$ cat config.mk
export PLATFORM = sky130hd
export DESIGN_NAME = lsu_ctrl
export DESIGN_NICKNAME = d
export VERILOG_FILES = /design/src/rtl/lsu_ctrl.sv
export SDC_FILE = /design/constraint.sdc
export NUM_CORES = 1
export LEC_CHECK = 0
export BUFFER_PORTS_ARGS = -buffer_cell sky130_fd_sc_hd__clkbuf_2
export CAP_MARGIN = 30
export CORE_MARGIN = 2
export CORE_UTILIZATION = 54
export DETAILED_ROUTE_END_ITERATION = 10
export PLACE_DENSITY = 0.95
export REMOVE_ABC_BUFFERS = 1
export SLEW_MARGIN = 5
export SYNTH_ARGS = -nofsm -noshare
export SYNTH_HDL_FRONTEND = slang
export SYNTH_SLANG_ARGS = --single-unit
$ cat constraint.sdc
create_clock -name clk -period 2.85 [get_ports clk]
set_input_delay 0.4275 -clock clk [delete_from_list [all_inputs] [get_ports clk]]
set_output_delay 0.4275 -clock clk [all_outputs]
set_load 0.03 [all_outputs]
$ cat src/rtl/lsu_ctrl.sv
// Load/store unit controller: byte/half/word access to a 32-bit word RAM,
// with read-modify-write for sub-word stores and misalignment trapping.
module lsu_ctrl #(
    parameter int ADDR_W = 6
) (
    input  logic              clk,
    input  logic              rst_n,
    input  logic              req_valid,
    output logic              req_ready,
    input  logic              req_we,
    input  logic [1:0]        req_size,
    input  logic              req_unsigned,
    input  logic [ADDR_W+1:0] req_addr,
    input  logic [31:0]       req_wdata,
    output logic              resp_valid,
    output logic [31:0]       resp_rdata,
    output logic              resp_err,
    output logic              mem_w_en,
    output logic [ADDR_W-1:0] mem_addr,
    output logic [31:0]       mem_data_in,
    input  logic [31:0]       mem_data_out
);

    typedef enum logic [2:0] {
        S_IDLE,
        S_RD,
        S_RD_WAIT,
        S_WR,
        S_RESP
    } state_t;

    state_t state_q, state_d;

    logic [ADDR_W+1:0] addr_q;
    logic [1:0]        size_q;
    logic              we_q;
    logic              uns_q;
    logic [31:0]       rdata_q, rdata_d;
    logic [31:0]       mdata_q, mdata_d;
    logic              err_q, err_d;

    logic        hs;
    logic        misaligned;
    logic [31:0] lane_sh;
    logic [31:0] ld_data;
    logic [31:0] mask;
    logic [31:0] ins;
    logic [31:0] merged;

    assign hs = req_valid & req_ready;

    always_comb begin
        misaligned = 1'b0;
        unique case (1'b1)
            req_size[1]:          misaligned = 1'b0;
            req_size == 2'b01:    misaligned = req_addr[0];
            default:              misaligned = |req_addr[1:0];
        endcase
    end

    // Lane extraction and sign/zero extension of the RAM read word
    always_comb begin
        lane_sh = '0;
        ld_data = mem_data_out;
        if (size_q[1]) begin
            lane_sh = mem_data_out >> {addr_q[1:0], 3'b000};
            ld_data = uns_q ? {24'b0, lane_sh[7:0]}
                            : {{24{lane_sh[7]}}, lane_sh[7:0]};
        end else if (size_q == 2'b01) begin
            lane_sh = mem_data_out >> {addr_q[1], 4'b0000};
            ld_data = uns_q ? {16'b0, lane_sh[15:0]}
                            : {{16{lane_sh[15]}}, lane_sh[15:0]};
        end
    end

    // Sub-word store merge; mdata_q holds the right-justified store data here
    always_comb begin
        mask = '0;
        ins  = '0;
        if (size_q[1]) begin
            mask = 32'h0000_00FF << {addr_q[1:0], 3'b000};
            ins  = {24'b0, mdata_q[7:0]} << {addr_q[1:0], 3'b000};
        end else begin
            mask = 32'h0000_FFFF << {addr_q[1], 4'b0000};
            ins  = {16'b0, mdata_q[15:0]} << {addr_q[1], 4'b0000};
        end
        merged = (mem_data_out & ~mask) | (ins & mask);
    end

    always_comb begin
        state_d = state_q;
        rdata_d = rdata_q;
        mdata_d = mdata_q;
        err_d   = err_q;
        unique case (state_q)
            S_IDLE: begin
                if (hs) begin
                    err_d = misaligned;
                    if (req_we) begin
                        mdata_d = req_wdata;
                    end
                    if (misaligned) begin
                        state_d = S_RESP;
                    end else if (req_we && req_size == 2'b00) begin
                        state_d = S_WR;
                    end else begin
                        state_d = S_RD;
                    end
                end
            end
            S_RD: begin
                state_d = S_RD_WAIT;
            end
            S_RD_WAIT: begin
                if (we_q) begin
                    mdata_d = merged;
                    state_d = S_WR;
                end else begin
                    rdata_d = ld_data;
                    state_d = S_RESP;
                end
            end
            S_WR: begin
                state_d = S_RESP;
            end
            S_RESP: begin
                state_d = S_IDLE;
            end
            default: begin
                state_d = S_IDLE;
            end
        endcase
    end

    always_ff @(posedge clk or negedge rst_n) begin
        if (!rst_n) begin
            state_q <= S_IDLE;
            rdata_q <= '0;
            mdata_q <= '0;
            err_q   <= 1'b0;
        end else begin
            state_q <= state_d;
            rdata_q <= rdata_d;
            mdata_q <= mdata_d;
            err_q   <= err_d;
        end
    end

    always_ff @(posedge clk or negedge rst_n) begin
        if (!rst_n) begin
            addr_q <= '0;
            size_q <= '0;
            we_q   <= 1'b0;
            uns_q  <= 1'b0;
        end else if (hs) begin
            addr_q <= req_addr;
            size_q <= req_size;
            we_q   <= req_we;
            uns_q  <= req_unsigned;
        end
    end

    assign req_ready   = (state_q == S_IDLE);
    assign resp_valid  = (state_q == S_RESP);
    assign resp_err    = (state_q == S_RESP) & err_q;
    assign resp_rdata  = rdata_q;
    assign mem_w_en    = (state_q == S_WR);
    assign mem_addr    = addr_q[ADDR_W+1:2];
    assign mem_data_in = mdata_q;

endmodule

==> results of run 1 <==
-- synth_stat cells, drive strengths merged --
cell type	n
a211o	1
a211oi	10
a21boi	2
a21o	1
a21oi	48
a2bb2oi	8
a31oi	10
and2	2
buf	31
clkbuf	15
dfrtp	80
inv	2
mux2	1
mux2i	8
mux4	8
nand2	63
nand2b	16
nand3	1
nand3b	11
nand4	1
nor2	29
nor2b	11
nor3	1
nor3b	2
o211a	1
o211ai	7
o21a	8
o21ai	25
o21bai	1
o221ai	15
o22a	25
o22ai	8
or3b	1
or4b	2
-- power breakdown --
| group | switching [uW] | leakage (uW) | internal (uW) |
|---|---|---|---|
| Combinational | 2480 | 0.00139 | 1330 |
| Clock | 442 | 0.0000989 | 432 |
| Sequential | 600 | 0.000922 | 1700 |
| Total | 3520 | 0.00241 | 3470 |
-- state kept, by name (all words and copies together) (netlist names) --
| name | count |
|---|---|
| we_q | 1 |
| state_q | 3 |
| size_q | 2 |
| resp_rdata | 32 |
| addr_q | 8 |
| uns_q | 1 |
| mem_data_in | 32 |
| err_q | 1 |
-- metrics by stage --
step | power (uW) | instance area [um^2] | utilization [%]
2_1_floorplan | 4850 | 4160 | -
3_3_place_gp | 5940 | 5130 | 65.8
3_5_place_dp | 6100 | 5130 | 65.8
4_1_cts | 6970 | 5340 | 68.4
5_1_grt | 7410 | 5340 | 68.4
6_report | 6990 | 5340 | 68.4
-- path summary, 6_finish.rpt --
kind	startpoint	endpoint	slack [ns]	cells after the start
setup / recovery	state_q[0]	resp_rdata[17]	0.66	4
hold / removal	rst_n	resp_rdata[18]	0.08	1
setup reg to reg	state_q[0]	resp_rdata[17]	0.66	4
hold reg to reg	addr_q[5]	addr_q[5]	0.49	2
max in group asynchronous	rst_n	mem_data_in[28]	2.16	2
min in group clk	req_unsigned	uns_q	0.26	3
-- cell type report --
type / count / area [um^2] / share of cell area, %
Clock buffer: 10 / 138 / 2.58
Clock inverter: 6 / 67.6 / 1.27
Inverter: 2 / 7.51 / 0.141
Multi-Input combinational cell: 327 / 2170 / 40.6
Sequential cell: 80 / 2000 / 37.5
Tap cell: 102 / 128 / 2.39
Timing Repair Buffer: 159 / 828 / 15.5
-- routing by layer --
metal	vias up	wire [um]	GRT usage, %
met5	-	0	0
met4	0	401	13.2
met3	41	1280	6.58
met2	282	6320	47.8
met1	2093	5130	39.3
li1	1909	-	-
-- logic make-up (layout without fill, tap and decap cells) --
kind of cell / count (synthesis) / in the layout / synth area share [%]
compound gates: 170 / 170 / 27.2
buf+inv: 48 / 177 / 5.68
flops: 80 / 80 / 45.4
mux: 17 / 17 / 6.16
simple gates: 140 / 140 / 15.5
-- worst max-delay path, delay by kind of cell, from the launching register on --
kind               cells  cell delay, ns
and+or+nand+nor        2            0.91
AOI/OAI and AO/OA      2            0.62
DFF                    1            0.54
==> impl_metrics.env, run 1 <==
export IMPL_fin_ws_ns=0.657
export IMPL_cap_violations=0
export IMPL_post_route_drc_count=0
export IMPL_die_h_um=94.3
export IMPL_hp_class="input port to asynchronous set/reset pin"
export IMPL_wl_per_cell_um=19.1
export IMPL_grt_pass1_vias=4121
export IMPL_synth_area_leader_cell="dfrtp_1"
export IMPL_p_leak_uw=0.00241
export IMPL_cts_setup_buffers=0
export IMPL_cp_slowest_cell="dfrtp_1"
export IMPL_die_width_um=94.3
export IMPL_clock_skew_ns=0.0115
export IMPL_status="complete, no violations"
export IMPL_cp_max_fo=21
export IMPL_critPathMaxStageDelay_ns=0.54
export IMPL_arrival_ns=2.43
export IMPL_cts_inserted_buffers=9
export IMPL_dp_hpwl_um=9520
export IMPL_grt_overflow=0
export IMPL_fin_crit_sh_pct=77.0
export IMPL_crit_type="flop to flop"
export IMPL_areaGrowthSynthToFinish_pct=21.2
export IMPL_yosys_warnings=0
export IMPL_cts_root_buf="clkbuf_8"
export IMPL_fin_cells=686
export IMPL_num_vias=4325
export IMPL_drtAntennaViolNets=0
export IMPL_clk_path_buf_depth=2
export IMPL_critPathCaptureType="flop"
export IMPL_io_pins=153
export IMPL_layout_commonest_cell="clkbuf_2"
export IMPL_ys_ff_latch=80
export IMPL_n_antenna_cell=0
export IMPL_synth_top_area_share_pct=45.4
export IMPL_h_tree_depth=3
export IMPL_grt_first_pass_wirelength_um=20500
export IMPL_grt_usage_pct=29.9
export IMPL_yosysUniqueCellTypes=46
export IMPL_worstPathRequired_ns=3.09
export IMPL_fmaxAchievable_mhz=456
export IMPL_postCtsHoldBufs=0
export IMPL_antenna_found_initial=0
export IMPL_clock_latency_ns=0.36
export IMPL_grt_start_max_net_pins=47
export IMPL_drtIter0Drc=427
export IMPL_min_period_ns=2.19
export IMPL_vias_per_cell=6.30
export IMPL_synth_area_per_cell_um2=9.68
export IMPL_ir_drop_v=0.000812
export IMPL_start_util_pct=56.4
export IMPL_syn_inst=455
export IMPL_fp_row_count=32
export IMPL_gp_congestion=0.961
export IMPL_fin_hold_ws_ns=0.0760
export IMPL_powerDensity_nw_per_um2=1310
export IMPL_portBuffers=152
export IMPL_startpoint_type="flop"
export IMPL_yosysSeqAreaShare_pct=45.4
export IMPL_hold_viol=0
export IMPL_clkSinkCount=80
export IMPL_worstPathCellList="or3b_1, nor2_4, o21ai_2, o22a_1"
export IMPL_die_area_um2=8900
export IMPL_fin_nets=658
export IMPL_report_final_setup_viol=0
export IMPL_rsz0062_at_grt="no"
export IMPL_relSlewSlack_pct=38.4
export IMPL_fillerInstances=623
export IMPL_ys_top_cells_by_area="dfrtp_1 45%, nand2_1 5.4%, o22a_1 5.0%, a21oi_1 4.3%, mux4_2 4.1%"
export IMPL_most_common_layout_cells="151 x clkbuf_2, 79 x dfrtp_1, 63 x nand2_1"
export IMPL_worst_slew_pin_slew_ns=0.923
export IMPL_drive_above_1_share_pct=34.6
export IMPL_dp_cells=670
export IMPL_cts_resized_gates=0
export IMPL_post_place_ws_ns=0.671
export IMPL_cts_tree="yes"
export IMPL_routed_wl_um=13100
export IMPL_core_area_um2=7810
export IMPL_clk_pin_slew_ns=0.08
export IMPL_fin_setup_tns_ns=0
export IMPL_drv_slew=0
export IMPL_syn_area_um2=4410
export IMPL_first_pass_iters=5
(Power assumes the default switching activity.)
==> inputs of run 2 (changes only) <==
CORE_UTILIZATION = 51   (was 54)
PLACE_DENSITY = 0.92   (was 0.95)
clock period = 2.28 ns   (was 2.85 ns; I/O delays follow)
==> impl_metrics.env, run 2 (same netlist as run 1, synthesis figures left out) <==
export IMPL_placed_area_um2=5220
export IMPL_cp_top_family="compound AO/OA/AOI/OAI gates"
export IMPL_gp_congestion=0.897
export IMPL_postCtsHoldBufs=1
export IMPL_worstPathCellList="buf_4, nand2_1, o21ai_2, o22a_1"
export IMPL_cts_inserted_buffers=9
export IMPL_start_util_pct=53.1
export IMPL_cts_setup_buffers=0
export IMPL_die_area_um2=9400
export IMPL_reg2reg_to="resp_rdata[15]"
export IMPL_core_area_um2=8300
export IMPL_vias_per_cell=6.19
export IMPL_fin_nets=670
export IMPL_cts_root_buf="clkbuf_8"
export IMPL_fin_hold_ws_ns=0.162
export IMPL_wl_met1_um=5370
export IMPL_seq_area_um2=2000
export IMPL_clock_latency_ns=0.37
export IMPL_critPathMaxStageDelay_ns=0.59
export IMPL_fillerInstances=679
export IMPL_critPathCaptureType="flop"
export IMPL_drive_above_1_share_pct=35.6
export IMPL_num_vias=4339
export IMPL_io_pins=153
export IMPL_arrival_ns=2.24
export IMPL_cts_resized_gates=0
export IMPL_postLayoutCoreUtil_pct=65.1
export IMPL_powerDensity_nw_per_um2=1610
export IMPL_clk_path_buf_depth=2
export IMPL_fin_setup_tns_ns=0
export IMPL_routed_wl_um=13300
export IMPL_wl_per_cell_um=19.0
export IMPL_hp_class="input port to flop"
export IMPL_clkSinkCount=80
export IMPL_die_width_um=96.9
export IMPL_fp_row_count=33
export IMPL_die_h_um=96.9
export IMPL_dp_hpwl_um=10000
export IMPL_top_layer_used="met4"
export IMPL_cp_slowest_cell="o21ai_2"
export IMPL_fin_cells=701
export IMPL_drv_slew=0
export IMPL_wl_met2_um=6220
export IMPL_p_leak_uw=0.00245
export IMPL_fmaxAchievable_mhz=515
export IMPL_clk_pin_slew_ns=0.08
export IMPL_layout_commonest_cell="clkbuf_2"
export IMPL_post_route_drc_count=0
export IMPL_worst_slew_pin_slew_ns=0.729
export IMPL_r2r_start="size_q[1]"
export IMPL_startpoint_type="flop"
export IMPL_rsz0062_at_grt="no"
export IMPL_hold_viol=0
export IMPL_ir_drop_v=0.000855
export IMPL_cp_max_fo=24
export IMPL_clock_skew_ns=0.0113
export IMPL_relSlewSlack_pct=51.3
export IMPL_fin_crit_sh_pct=85.1
export IMPL_h_tree_depth=3
export IMPL_min_to="addr_q[6]"
export IMPL_drtIter0Drc=331
export IMPL_cts_tree="yes"
export IMPL_finalInstanceArea_um2=5400
export IMPL_whs_path_depth=3
export IMPL_min_period_ns=1.94
export IMPL_report_final_setup_viol=0
export IMPL_areaGrowthSynthToFinish_pct=22.7
export IMPL_worstPathRequired_ns=2.58
export IMPL_portBuffers=152
export IMPL_grt_usage_pct=28.9
export IMPL_r2r_cells=4
export IMPL_most_common_layout_cells="151 x clkbuf_2, 79 x dfrtp_1, 63 x nand2_1"
export IMPL_crit_buf_inv=1
export IMPL_grt_first_pass_wirelength_um=21600
export IMPL_antenna_found_initial=0
export IMPL_cap_violations=0
export IMPL_rrSetupSlack_ns=0.34
export IMPL_n_antenna_cell=0
export IMPL_multi_input_area_um2=2170
export IMPL_route_met3_wl_um=1300
export IMPL_drtAntennaViolNets=0
export IMPL_crit_type="flop to flop"
export IMPL_first_pass_iters=5
export IMPL_status="complete, no violations"
export IMPL_hp_start="req_addr[6]"
export IMPL_grt_start_max_net_pins=40
export IMPL_grt_pass1_vias=4217
export IMPL_dp_cells=684
export IMPL_grt_overflow=0
run 2: power breakdown:
group,switching (uW),internal (uW)
Sequential,595,2130
Combinational,3240,1760
Clock,574,399
run 2: worst register-to-register path: cells and delay by family (launching register included):
family / cells / cell delay [ns]
flops: 1 / 0.58
compound gates: 2 / 0.85
buf+inv: 1 / 0.31
simple gates: 1 / 0.14
run 2: final cells by class:
class | instances | area share, %
multi-input combinational | 327 | 40.1
sequential | 80 | 37.1
timing repair buffer | 171 | 17.0
tap | 105 | 2.43
clock buffer | 10 | 2.36
clock inverter | 6 | 0.857
inverter | 2 | 0.139
run 2: worst max path at each step:
| stage | start | end | slack [ns] | cells after the start |
|---|---|---|---|---|
| after global placement | state_q[1] | mem_data_in[5] | 0.43 | 5 |
| after CTS | size_q[1] | resp_rdata[15] | 0.35 | 4 |
| after floorplan | size_q[1] | mem_data_in[0] | -0.14 | 4 |
| final | size_q[1] | resp_rdata[15] | 0.34 | 4 |
| after global routing | size_q[1] | resp_rdata[15] | 0.23 | 4 |
| after detailed placement | size_q[1] | resp_rdata[15] | 0.36 | 4 |
run 2: layer usage:
layer  vias to the layer above  track usage [%]
met5                         -                0
met4                         0             12.4
li1                       1934                -
met1                      2114             38.8
met3                        38             9.61
met2                       253             43.1
run 2: through the flow:
step	setup WS [ns]	power, uW
5_1_grt	0.230	9250
3_5_place_dp	0.362	7730
4_1_cts	0.349	8690
2_1_floorplan	-0.138	6070
3_3_place_gp	0.431	7560
6_report	0.340	8700
